## config.mk

```make
export PLATFORM = sky130hd
export DESIGN_NAME = spi_data_buffer
export DESIGN_NICKNAME = d
export VERILOG_FILES = /design/src/rtl/spi_data_buffer_pkg.sv /design/src/rtl/spi_data_buffer_fifo.sv /design/src/rtl/spi_data_buffer.sv
export SDC_FILE = /design/constraint.sdc
export NUM_CORES = 1
export LEC_CHECK = 0
export BUFFER_PORTS_ARGS = -buffer_cell sky130_fd_sc_hd__buf_4
export CORE_MARGIN = 2
export CORE_UTILIZATION = 35
export CTS_CLUSTER_SIZE = 12
export DETAILED_ROUTE_END_ITERATION = 10
export HOLD_SLACK_MARGIN = 0.1
export PLACE_DENSITY = 0.57
export SYNTH_ARGS = -nofsm -noshare
export SYNTH_HDL_FRONTEND = slang
export SYNTH_SLANG_ARGS = --single-unit
```

## constraint.sdc

```tcl
create_clock -name clk -period 4.9 [get_ports clk]
set_input_delay 0.49 -clock clk [delete_from_list [all_inputs] [get_ports clk]]
set_output_delay 0.49 -clock clk [all_outputs]
set_load 0.005 [all_outputs]
```

## src/rtl/spi_data_buffer_pkg.sv

```systemverilog
// Shared constants, FIFO status record and the frame length/bit-order formatter
// for the SPI data path.
package spi_data_buffer_pkg;

    localparam int unsigned SPI_DATA_W     = 32;
    localparam int unsigned SPI_FIFO_DEPTH = 8;
    localparam int unsigned SPI_CNT_W      = 7;

    typedef enum logic {
        SPI_MSB_FIRST = 1'b0,
        SPI_LSB_FIRST = 1'b1
    } spi_dord_e;

    typedef struct packed {
        logic                 empty;
        logic                 full;
        logic [SPI_CNT_W-1:0] count;
    } spi_fifo_stat_t;

    // Keeps bits [len:0] (reversed within that field when LSB first); upper bits cleared.
    function automatic logic [SPI_DATA_W-1:0] spi_fmt(input logic [SPI_DATA_W-1:0] word,
                                                      input logic [4:0]            len,
                                                      input logic                  dord);
        logic [SPI_DATA_W-1:0] res;
        logic [4:0]            src;
        res = '0;
        for (int unsigned i = 0; i < SPI_DATA_W; i++) begin
            if (i <= 32'(len)) begin
                src = (dord == SPI_LSB_FIRST) ? 5'(32'(len) - i) : 5'(i);
                res[5'(i)] = word[src];
            end
        end
        return res;
    endfunction

endpackage

```

## src/rtl/spi_data_buffer_fifo.sv

```systemverilog
// Synchronous FIFO with registered read data; a push into a full FIFO is
// accepted only when a pop happens in the same cycle.
module spi_sync_fifo
    import spi_data_buffer_pkg::*;
#(
    parameter int unsigned DATA_W = 32,
    parameter int unsigned DEPTH  = 8
) (
    input  logic              clk,
    input  logic              rst,
    input  logic              wen,
    input  logic              ren,
    input  logic [DATA_W-1:0] din,
    output logic [DATA_W-1:0] dout,
    output spi_fifo_stat_t    stat,
    output logic              push_drop,
    output logic              pop_drop
);

    localparam int unsigned PTR_W = $clog2(DEPTH);

    logic [DATA_W-1:0] mem [DEPTH];
    logic [PTR_W-1:0]  wr_ptr;
    logic [PTR_W-1:0]  rd_ptr;
    logic [PTR_W:0]    count;
    logic              empty;
    logic              full;
    logic              push;
    logic              pop;

    assign empty     = (count == '0);
    assign full      = (count == (PTR_W+1)'(DEPTH));
    assign push      = wen & (~full | ren);
    assign pop       = ren & ~empty;
    assign push_drop = wen & ~push;
    assign pop_drop  = ren & ~pop;

    assign stat.empty = empty;
    assign stat.full  = full;
    assign stat.count = SPI_CNT_W'(count);

    always_ff @(posedge clk or posedge rst) begin
        if (rst) begin
            wr_ptr <= '0;
            rd_ptr <= '0;
            count  <= '0;
            dout   <= '0;
        end else begin
            if (push) begin
                wr_ptr <= wr_ptr + 1'b1;
            end
            if (pop) begin
                rd_ptr <= rd_ptr + 1'b1;
                dout   <= mem[rd_ptr];
            end
            if (push && !pop) begin
                count <= count + 1'b1;
            end else if (pop && !push) begin
                count <= count - 1'b1;
            end
        end
    end

    always_ff @(posedge clk) begin
        if (push) begin
            mem[wr_ptr] <= din;
        end
    end

endmodule

```

## src/rtl/spi_data_buffer.sv

```systemverilog
// SPI TX/RX data buffer: two FIFOs, frame formatting, sticky errors and irqs.
// Define SPI_DATA_THRESH_EN for registered threshold-based interrupts.
module spi_data_buffer
    import spi_data_buffer_pkg::*;
#(
    parameter int unsigned DATA_W = SPI_DATA_W,
    parameter int unsigned DEPTH  = SPI_FIFO_DEPTH,
    parameter int unsigned PTR_W  = $clog2(DEPTH),
    parameter int unsigned LEN_W  = $clog2(DATA_W)
) (
    input  logic              clk,
    input  logic              rst,
    input  logic [DATA_W-1:0] wdata,
    input  logic              tfifo_wen,
    input  logic              tfifo_ren,
    input  logic              rfifo_wen,
    input  logic              rfifo_ren,
    input  logic [DATA_W-1:0] receive_data,
    input  logic              dord,
    input  logic [LEN_W-1:0]  datalen,
    input  logic              err_clr,
    input  logic [PTR_W:0]    tfifo_thresh,
    input  logic [PTR_W:0]    rfifo_thresh,
    output logic [DATA_W-1:0] transfer_data,
    output logic [DATA_W-1:0] rfifo_out,
    output logic [PTR_W:0]    tfifo_status,
    output logic [PTR_W:0]    rfifo_status,
    output logic              tfifo_empty,
    output logic              tfifo_full,
    output logic              rfifo_empty,
    output logic              rfifo_full,
    output logic              tfifo_udr,
    output logic              rfifo_ovr,
    output logic              tfifo_irq,
    output logic              rfifo_irq
);

    spi_fifo_stat_t    tx_stat;
    spi_fifo_stat_t    rx_stat;
    logic [DATA_W-1:0] tx_dout;
    logic [DATA_W-1:0] rx_din;
    logic              tx_push_drop;
    logic              tx_pop_drop;
    logic              rx_push_drop;
    logic              rx_pop_drop;
    logic [LEN_W-1:0]  tx_len_q;
    logic              tx_dord_q;
    logic              unused_bits;

    assign unused_bits = ^{tx_stat.count, rx_stat.count, tx_push_drop, rx_pop_drop};

    assign rx_din = DATA_W'(spi_fmt(SPI_DATA_W'(receive_data), 5'(datalen), dord));

    spi_sync_fifo #(.DATA_W(DATA_W), .DEPTH(DEPTH)) u_tx_fifo (
        .clk       (clk),
        .rst       (rst),
        .wen       (tfifo_wen),
        .ren       (tfifo_ren),
        .din       (wdata),
        .dout      (tx_dout),
        .stat      (tx_stat),
        .push_drop (tx_push_drop),
        .pop_drop  (tx_pop_drop)
    );

    spi_sync_fifo #(.DATA_W(DATA_W), .DEPTH(DEPTH)) u_rx_fifo (
        .clk       (clk),
        .rst       (rst),
        .wen       (rfifo_wen),
        .ren       (rfifo_ren),
        .din       (rx_din),
        .dout      (rfifo_out),
        .stat      (rx_stat),
        .push_drop (rx_push_drop),
        .pop_drop  (rx_pop_drop)
    );

    assign tfifo_status = tx_stat.count[PTR_W:0];
    assign rfifo_status = rx_stat.count[PTR_W:0];
    assign tfifo_empty  = tx_stat.empty;
    assign tfifo_full   = tx_stat.full;
    assign rfifo_empty  = rx_stat.empty;
    assign rfifo_full   = rx_stat.full;

    // TX words are stored raw; format settings are captured on the pop edge so
    // the held output keeps the formatting it was popped with.
    always_ff @(posedge clk or posedge rst) begin
        if (rst) begin
            tx_len_q  <= '0;
            tx_dord_q <= 1'b0;
        end else if (tfifo_ren && !tx_stat.empty) begin
            tx_len_q  <= datalen;
            tx_dord_q <= dord;
        end
    end

    assign transfer_data = DATA_W'(spi_fmt(SPI_DATA_W'(tx_dout), 5'(tx_len_q), tx_dord_q));

    always_ff @(posedge clk or posedge rst) begin
        if (rst) begin
            tfifo_udr <= 1'b0;
            rfifo_ovr <= 1'b0;
        end else begin
            if (err_clr) begin
                tfifo_udr <= 1'b0;
                rfifo_ovr <= 1'b0;
            end else begin
                if (tx_pop_drop) tfifo_udr <= 1'b1;
                if (rx_push_drop) rfifo_ovr <= 1'b1;
            end
        end
    end

`ifdef SPI_DATA_THRESH_EN
    always_ff @(posedge clk or posedge rst) begin
        if (rst) begin
            tfifo_irq <= 1'b0;
            rfifo_irq <= 1'b0;
        end else begin
            tfifo_irq <= (tfifo_status <= tfifo_thresh);
            rfifo_irq <= (rfifo_status >= rfifo_thresh) | rfifo_ovr;
        end
    end
`else
    logic unused_thresh;
    assign unused_thresh = ^{tfifo_thresh, rfifo_thresh};
    assign tfifo_irq     = tx_stat.empty;
    assign rfifo_irq     = ~rx_stat.empty | rfifo_ovr;
`endif

endmodule

```

==> summary.md, run 1 <==
| Metric | Value |
|---|---|
| FP Rows | 108 |
| Die area | 90,500 um2 |
| Post-Synth Simple-Gate Area | 0.0584 |
| Adder-cell share of the synthesized area | 0.0216 |
| Dpl cells | between 3,000 and 4,000 |
| Status | finished clean |
| Synth unique cells | 64 |
| I/O Buffers | ~160 |
| Combinational share of power | 0.373 |
| Die width | 301 um |
| Crit-path max FO | 14 |
| Post-synth top area cell | edfxtp_1 |
| Internal power | 12,600 uW |
| Sequential power share | 0.389 |
| Final Skew | between 0.015 and 0.02 ns |
| Starting Density | 0.354 |
| Routed wire length | 83.2 mm |
| Pwr dens | 553 nW/um2 |
| Gate Count Post-Synth | 2,301 |
| RSZ-0062 raised after global routing | no |
| H-Tree Depth | 3 |
| Largest net degree at the start of global routing | 80 |
| Global-route wire length before repair | 125 mm |
| Normalized max-slew margin | 0.182 |
| Number of synthesized flops with an enable pin | 512 |
| Number of global-route vias before repair | 20,200 |
| CP arrival | 3.95 ns |
| Warnings from Yosys | 0 |
| Avg Cell Area, Syn | 13.4 um2 |
| Worst-Margin Slew | 1.22 ns |
| Utilization after layout | 0.407 |
| Max-slew violation count | 0 |
| Clock-pin slew on the worst setup and hold paths | 0.06 ns |
| DR pass1 iterations | 6 |
| CTS tree | built |
| Final net count | between 2,000 and 3,000 |
| Routed via count | 20,500 |
| Setup TNS | 0 ns |
| Setup Fix Bufs, Post-CTS | 0 |
| Worst-Skew Late Latency | 0.59 ns |
| Post-route ant nets | 0 |
| Compound-Gate Fraction of Synth Area | 0.132 |
| Synth Flop Type | edfxtp_1 |
| Tcrit/Tclk final | 0.907 |
| Tmin final | 4.44 ns |
| GPL Wtd Cong | roughly 0.9 |
| XOR/XNOR Fraction of Synth Area | 0.0193 |
| Vias per cell | approximately 5.6 |
| CP Launch Type | flip-flop |
| R2R depth | 12 |
| # hold bufs at CTS | 18 |
| Max Cap Viol | 0 |
| Lkg Pwr | roughly 0.013 uW |
| Ratio of cells with drive above 1 in the final layout | 0.206 |
| Critical Path RT | 4.41 ns |
| FFs w/ async S/R, synth | 0.152 |
| Setup CP Type | flip-flop to output port |
| Synth top area share | 0.498 |
| Ranking of synthesized cells by area | edfxtp_1, mux4_2, dfrtp_1 |
| Achievable frequency | 225 MHz |
| Mapped Nets | 2,438 |
| Switching Fraction | 0.357 |
| Clk buf depth | 3 |
| Worst min path class | input port to flip-flop |
| Hold WS | 0.134 ns |
| Met2 routed WL | 39.7 mm |
| DRC | 0 |
| Top cells by count, synth | edfxtp_1, o21ai_0, nand2_1 |
| Max layer used | met5 |
| Num CTS Buffers | 66 |
| Synth-to-layout area growth | 14.8% |
| Yosys reg bits | roughly 600 |
| Gr usage total | 0.181 |
| Core footprint | ~87,000 um2 |
| CP endpoint kind | output port |
| Post-Syn Area | 30,800 um2 |
| Io pins | 165 |
| Maximum VDD drop | 0.273 mV |
| Root Driver | clkbuf_16 |
| WL/cell | 22.9 um |
| Post-DP HPWL | 55.6 mm |
| Wire length on met3 | between 4 and 5 mm |
| Grt ovf | 0 |
| Multiplexer area fraction after synthesis | 0.167 |
| Non-Filler Instances | about 3,600 |
| Initial DRC Count | 1,951 |
| Ant. Diodes | 0 |
| Seq/Total Area, Yosys | 0.573 |
| Die height | 301 um |
| Top-count cell post-synth | edfxtp_1 |
| Antenna violations before repair | 5 |
| Net load switching power | 7000 uW |
| M1 WL | 37.1 mm |
| Setup violators final | 0 |
| Post-CTS sizing | 0 |
| Hold Path Depth | 1 |
| Power share of the clock group | 0.238 |
| Final hold violations | 0 |
| Largest family of logic cells by synthesized area | multiplexers |
| Clock sink total | 604 |
==> final cells by class <==
class                      instances  area (um2)
clock inverter                    20         173
sequential                       604       17700
inverter                          31         119
fill                            8068       51600
tap                             1155        1450
multi-input combinational       1501       12400
clock buffer                      94        1840
timing repair buffer             225        1730
==> registers in the layout, indices dropped and copies added, names as in the netlist, 3 cells and up <==
name and flops:
tx_len_q 5, u_tx_fifo.dout 32, u_tx_fifo.mem 256, u_rx_fifo.mem 256
u_rx_fifo.dout 32, u_rx_fifo.rd_ptr 3, u_rx_fifo.count 4, u_tx_fifo.wr_ptr 3
u_rx_fifo.wr_ptr 3, u_tx_fifo.rd_ptr 3, u_tx_fifo.count 4
==> critical path: stages (launching register included) <==
cell and delay (ns):
dfrtp_1 0.60, ha_1 0.63, xor2_2 0.60, buf_4 0.30, mux2_2 0.34, o22ai_1 0.25, o22ai_1 0.15, o21ai_0 0.17
a21oi_1 0.14, buf_4 0.18
==> final timing paths <==
kind	from	endpoint	slack, ns
max in group asynchronous	rst	u_rx_fifo.rd_ptr[1]	3.23
min reg2reg	u_rx_fifo.dout[27]	u_rx_fifo.dout[27]	0.48
max	tx_len_q[1]	transfer_data[3]	0.46
min in group asynchronous	rst	u_rx_fifo.wr_ptr[1]	0.62
min	wdata[16]	u_tx_fifo.mem[6][16]	0.13
max reg2reg	u_rx_fifo.count[0]	u_rx_fifo.count[3]	2.06
==> cell families after synthesis <==
group,after synthesis
AOI/OAI and AO/OA,643
xor gates and xnor gates,60
adders and majority gates,52
buffers and inverters,196
DFF,604
muxes,345
and+or+nand+nor,401
==> per-layer routing <==
| layer | vias to the layer above | GRT usage |
|---|---|---|
| met5 | - | 0 |
| met4 | 10 | 0.0488 |
| met3 | 129 | 0.0271 |
| met2 | 692 | 0.295 |
| met1 | 10400 | 0.252 |
| li1 | 9274 | - |
==> placed cells by master, fill, tap and decap left out, types with 20 or more instances in the layout <==
cell / count
dfrtp_1: 84
nand2b_1: 20
clkbuf_1: 21
o211ai_1: 22
clkbuf_16: 67
inv_1: 28
ha_1: 50
mux2_2: 36
mux2_1: 30
xnor2_1: 45
nand2_1: 181
mux4_2: 128
o21ai_1: 20
o22ai_1: 99
a21oi_1: 96
mux2i_1: 146
a21boi_0: 64
edfxtp_1: 512
nand3_1: 52
nor2_1: 75
a22oi_1: 31
o21ai_0: 187
buf_4: 207
==> power groups by stage <==
stage / Combinational [uW] / Sequential, uW / Clock [uW]
after detailed placement: 7310 / 7740 / 0
after floorplan: 5250 / 7120 / 0
after global placement: 7180 / 7670 / 0
final: 7310 / 7620 / 4660
after global routing: 7950 / 7760 / 4970
after CTS: 7360 / 7640 / 4780
==> stage by stage <==
stage / total power, uW / cell area, um2 / worst slack, ns
after global placement: 14900 / 33200 / 1.11
after detailed placement: 15100 / 33200 / 0.963
after CTS: 19800 / 35400 / 0.485
final: 19600 / 35400 / 0.457
after floorplan: 12400 / 30800 / 1.14
after global routing: 20700 / 35400 / 0.226
Note: power is estimated with default switching activity, not from simulation.
==> inputs of run 2 (changes only) <==
==> constraint.sdc (replaced) <==
create_clock -name clk -period 4.45 [get_ports clk]
set_input_delay 0.445 -clock clk [delete_from_list [all_inputs] [get_ports clk]]
set_output_delay 0.445 -clock clk [all_outputs]
set_load 0.005 [all_outputs]
==> run 2 against run 1 <==
- clock power is 10% higher
- first-iteration DRC count is 4.6% higher
- combinational power is 11% higher
- final area is 1.1% higher
- register-to-register slack worse by 0.33 ns
- flip-flop and latch count stayed put
- sequential share of layout area is 0.56 points lower
- sequential power is 11% higher
==> summary.md, run 2 (synthesized netlist as in run 1, its figures left out) <==
| Metric | Value |
|---|---|
| CTS tree | built |
| FP Rows | 108 (unchanged) |
| Setup violators final | 0 (unchanged) |
| Most common cell after layout, fill and taps aside | edfxtp_1 |
| Worst-Skew Late Latency | 0.59 ns (about the same) |
| Final hold violations | 0 (unchanged) |
| Clock-pin slew on the worst setup and hold paths | 0.06 ns (about the same) |
| GPL Wtd Cong | 0.894 (-3.0%) |
| Clock sink total | 604 (unchanged) |
| Starting Density | 0.354 (unchanged) |
| R2R Path End | u_rx_fifo.count[3] |
| Routed wire length | 84.2 mm (+1.2%) |
| DRC | 0 (unchanged) |
| Worst-Margin Slew | 1.22 ns (-0.00000557 ns) |
| Critical Path RT | 4.01 ns (-0.40 ns) |
| Crit-path max FO | 9 (-5) |
| Routed via count | 20,700 (+0.76%) |
| Die height | 301 um (unchanged) |
| Num CTS Buffers | 67 (+1.5%) |
| Grt ovf | 0 (unchanged) |
| Antenna violations before repair | 6 (+1) |
| Worst min path class | input port to flip-flop |
| RSZ-0062 raised after global routing | no |
| Initial DRC Count | 2,041 (+4.6%) |
| Hold EP | rfifo_ovr |
| Setup TNS | 0 ns (unchanged) |
| CP max-delay cell | dfrtp_1 |
| Max Cap Viol | 0 (unchanged) |
| Biggest regs | u_rx_fifo.mem (256), u_tx_fifo.mem (256) |
| Die width | 301 um (unchanged) |
| Cell Chain, Critical Path | inv_1 -> ha_1 -> and3_1 -> a22oi_1 -> o211ai_1 -> mux2i_1 -> nand3_1 -> a21boi_0 -> buf_4 |
| Final Skew | 0.0169 ns (+0.000521 ns) |
| Setup CP Type | flip-flop to output port |
| I/O Buffers | 156 (unchanged) |
| Non-Filler Instances | 3,671 (+1.1%) |
| Synth-to-layout area growth | 16.1% |
| Vias per cell | 5.63 (-0.37%) |
| Io pins | 165 (unchanged) |
| R2R depth | 12 (unchanged) |
| DR pass1 iterations | 10 (+4) |
| Number of global-route vias before repair | 20,300 (+0.96%) |
| CP Launch Type | flip-flop |
| Hold path start | err_clr |
| Setup Fix Bufs, Post-CTS | 0 (unchanged) |
| Clk buf depth | 3 (unchanged) |
| CP arrival | 3.73 ns (-0.22 ns) |
| Final net count | 2,600 (+1.3%) |
| Lkg Pwr | 0.0127 uW (+1.5%) |
| Post-DP HPWL | 57.3 mm (+3.1%) |
| Normalized max-slew margin | 0.182 (about the same) |
| Post-route ant nets | 0 (unchanged) |
| Pwr dens | 607 nW/um2 (+9.6%) |
| Worst r2r src | u_rx_fifo.count[0] |
| Largest net degree at the start of global routing | 81 (+1.3%) |
| Register area | 17,700 um2 (unchanged) |
| Most frequent cells in the layout | edfxtp_1, buf_4, o21ai_0 |
| Core footprint | 87,000 um2 (unchanged) |
| Root Driver | clkbuf_16 |
| Global-route wire length before repair | 127 mm (+1.6%) |
| # fillers | 8,062 (-0.074%) |
| H-Tree Depth | 3 (unchanged) |
| Utilization after layout | 0.411 (+0.00457) |
| Gr usage total | 0.183 (+0.00279) |
| Dpl cells | 3,514 (+0.46%) |
| Reg2Reg Setup Slack | 1.73 ns (-0.33 ns) |
| Achievable frequency | around 240 MHz |
| Final Total Pwr | 21,700 uW (+11%) |
| Tmin final | around 4.2 ns |
| Tcrit/Tclk final | 0.939 |
| Multi-input logic area | 12,400 um2 (+0.18%) |
| CP endpoint kind | output port |
| Hold Path Depth | 2 (+1) |
| Maximum VDD drop | 0.307 mV (+12%) |
| Ratio of cells with drive above 1 in the final layout | 0.211 (+0.00467) |
| WL/cell | 22.9 um (+0.11%) |
| Status | finished clean |
| Max-slew violation count | 0 (unchanged) |
| Largest stage delay on the critical path | 0.58 ns (-0.05 ns) |
| Die area | 90,500 um2 (unchanged) |
[run 2: cell types whose count changed in the layout (fill, tap and decap cells not counted), sizes merged]
cell and delta:
clkinv +3, clkbuf +5, dlygate4sd3 +17, inv -1
diode +1, buf +16
[run 2: where the power goes]
part	internal, uW	total (uW)	switching [uW]
registers	7280	8440	1160
clock network	2990	5130	2140
logic	3710	8150	4440
total	14000	21700	7740
[run 2: layout make-up]
cell class                 instances  share of cell area
inverter                          31             0.00332
clock buffer                      99              0.0522
multi-input combinational       1501               0.347
sequential                       604               0.494
clock inverter                    22             0.00489
antenna                            1           0.0000699
timing repair buffer             258              0.0579
tap                             1155              0.0404
[run 2: stage by stage]
step / setup WS, ns / hold WS (ns) / instance area [um2]
6_report: 0.273 / 0.150 / 35800
3_3_place_gp: 0.818 / 0.462 / 33400
3_5_place_dp: 0.698 / 0.472 / 33400
2_1_floorplan: 0.691 / 0.473 / 30800
4_1_cts: 0.177 / 0.106 / 35800
5_1_grt: 0.0219 / 0.120 / 35800
[run 2: what timing repair did]
action | CTS | global route
gates resized for setup | 0 | 2
setup endpoints to repair | 0 | 3
hold endpoints to repair | 282 | 0
hold buffers | 35 | 0
[run 2: worst max-delay path, delay by kind of cell, from the launching register on]
family	cells	cell delay, ns
AO/OA/AOI/OAI	3	1.02
adder cells (fa/ha/maj)	1	0.40
flip-flops	1	0.58
AND/OR/NAND/NOR	2	0.41
multiplexers	1	0.25
buffers and inverters	2	0.49
[run 2: worst max-delay path by stage]
stage	slack, ns	end	startpoint	cells past startpoint
floorplan	0.69	u_rx_fifo.mem[0][0]	u_rx_fifo.count[0]	5
CTS	0.18	transfer_data[5]	tx_len_q[0]	10
finish	0.27	transfer_data[6]	tx_len_q[2]	9
global route	0.02	transfer_data[19]	tx_len_q[1]	9
global placement	0.82	u_rx_fifo.mem[2][6]	datalen[2]	9
detailed placement	0.70	u_rx_fifo.mem[3][6]	datalen[2]	9
[run 2: metal layers]
metal	vias up	wire (um)	GRT usage
met2	664	40400	0.301
met1	10500	37700	0.256
met5	-	69	0
li1	9369	-	-
met3	142	4240	0.0275
met4	10	1810	0.0460
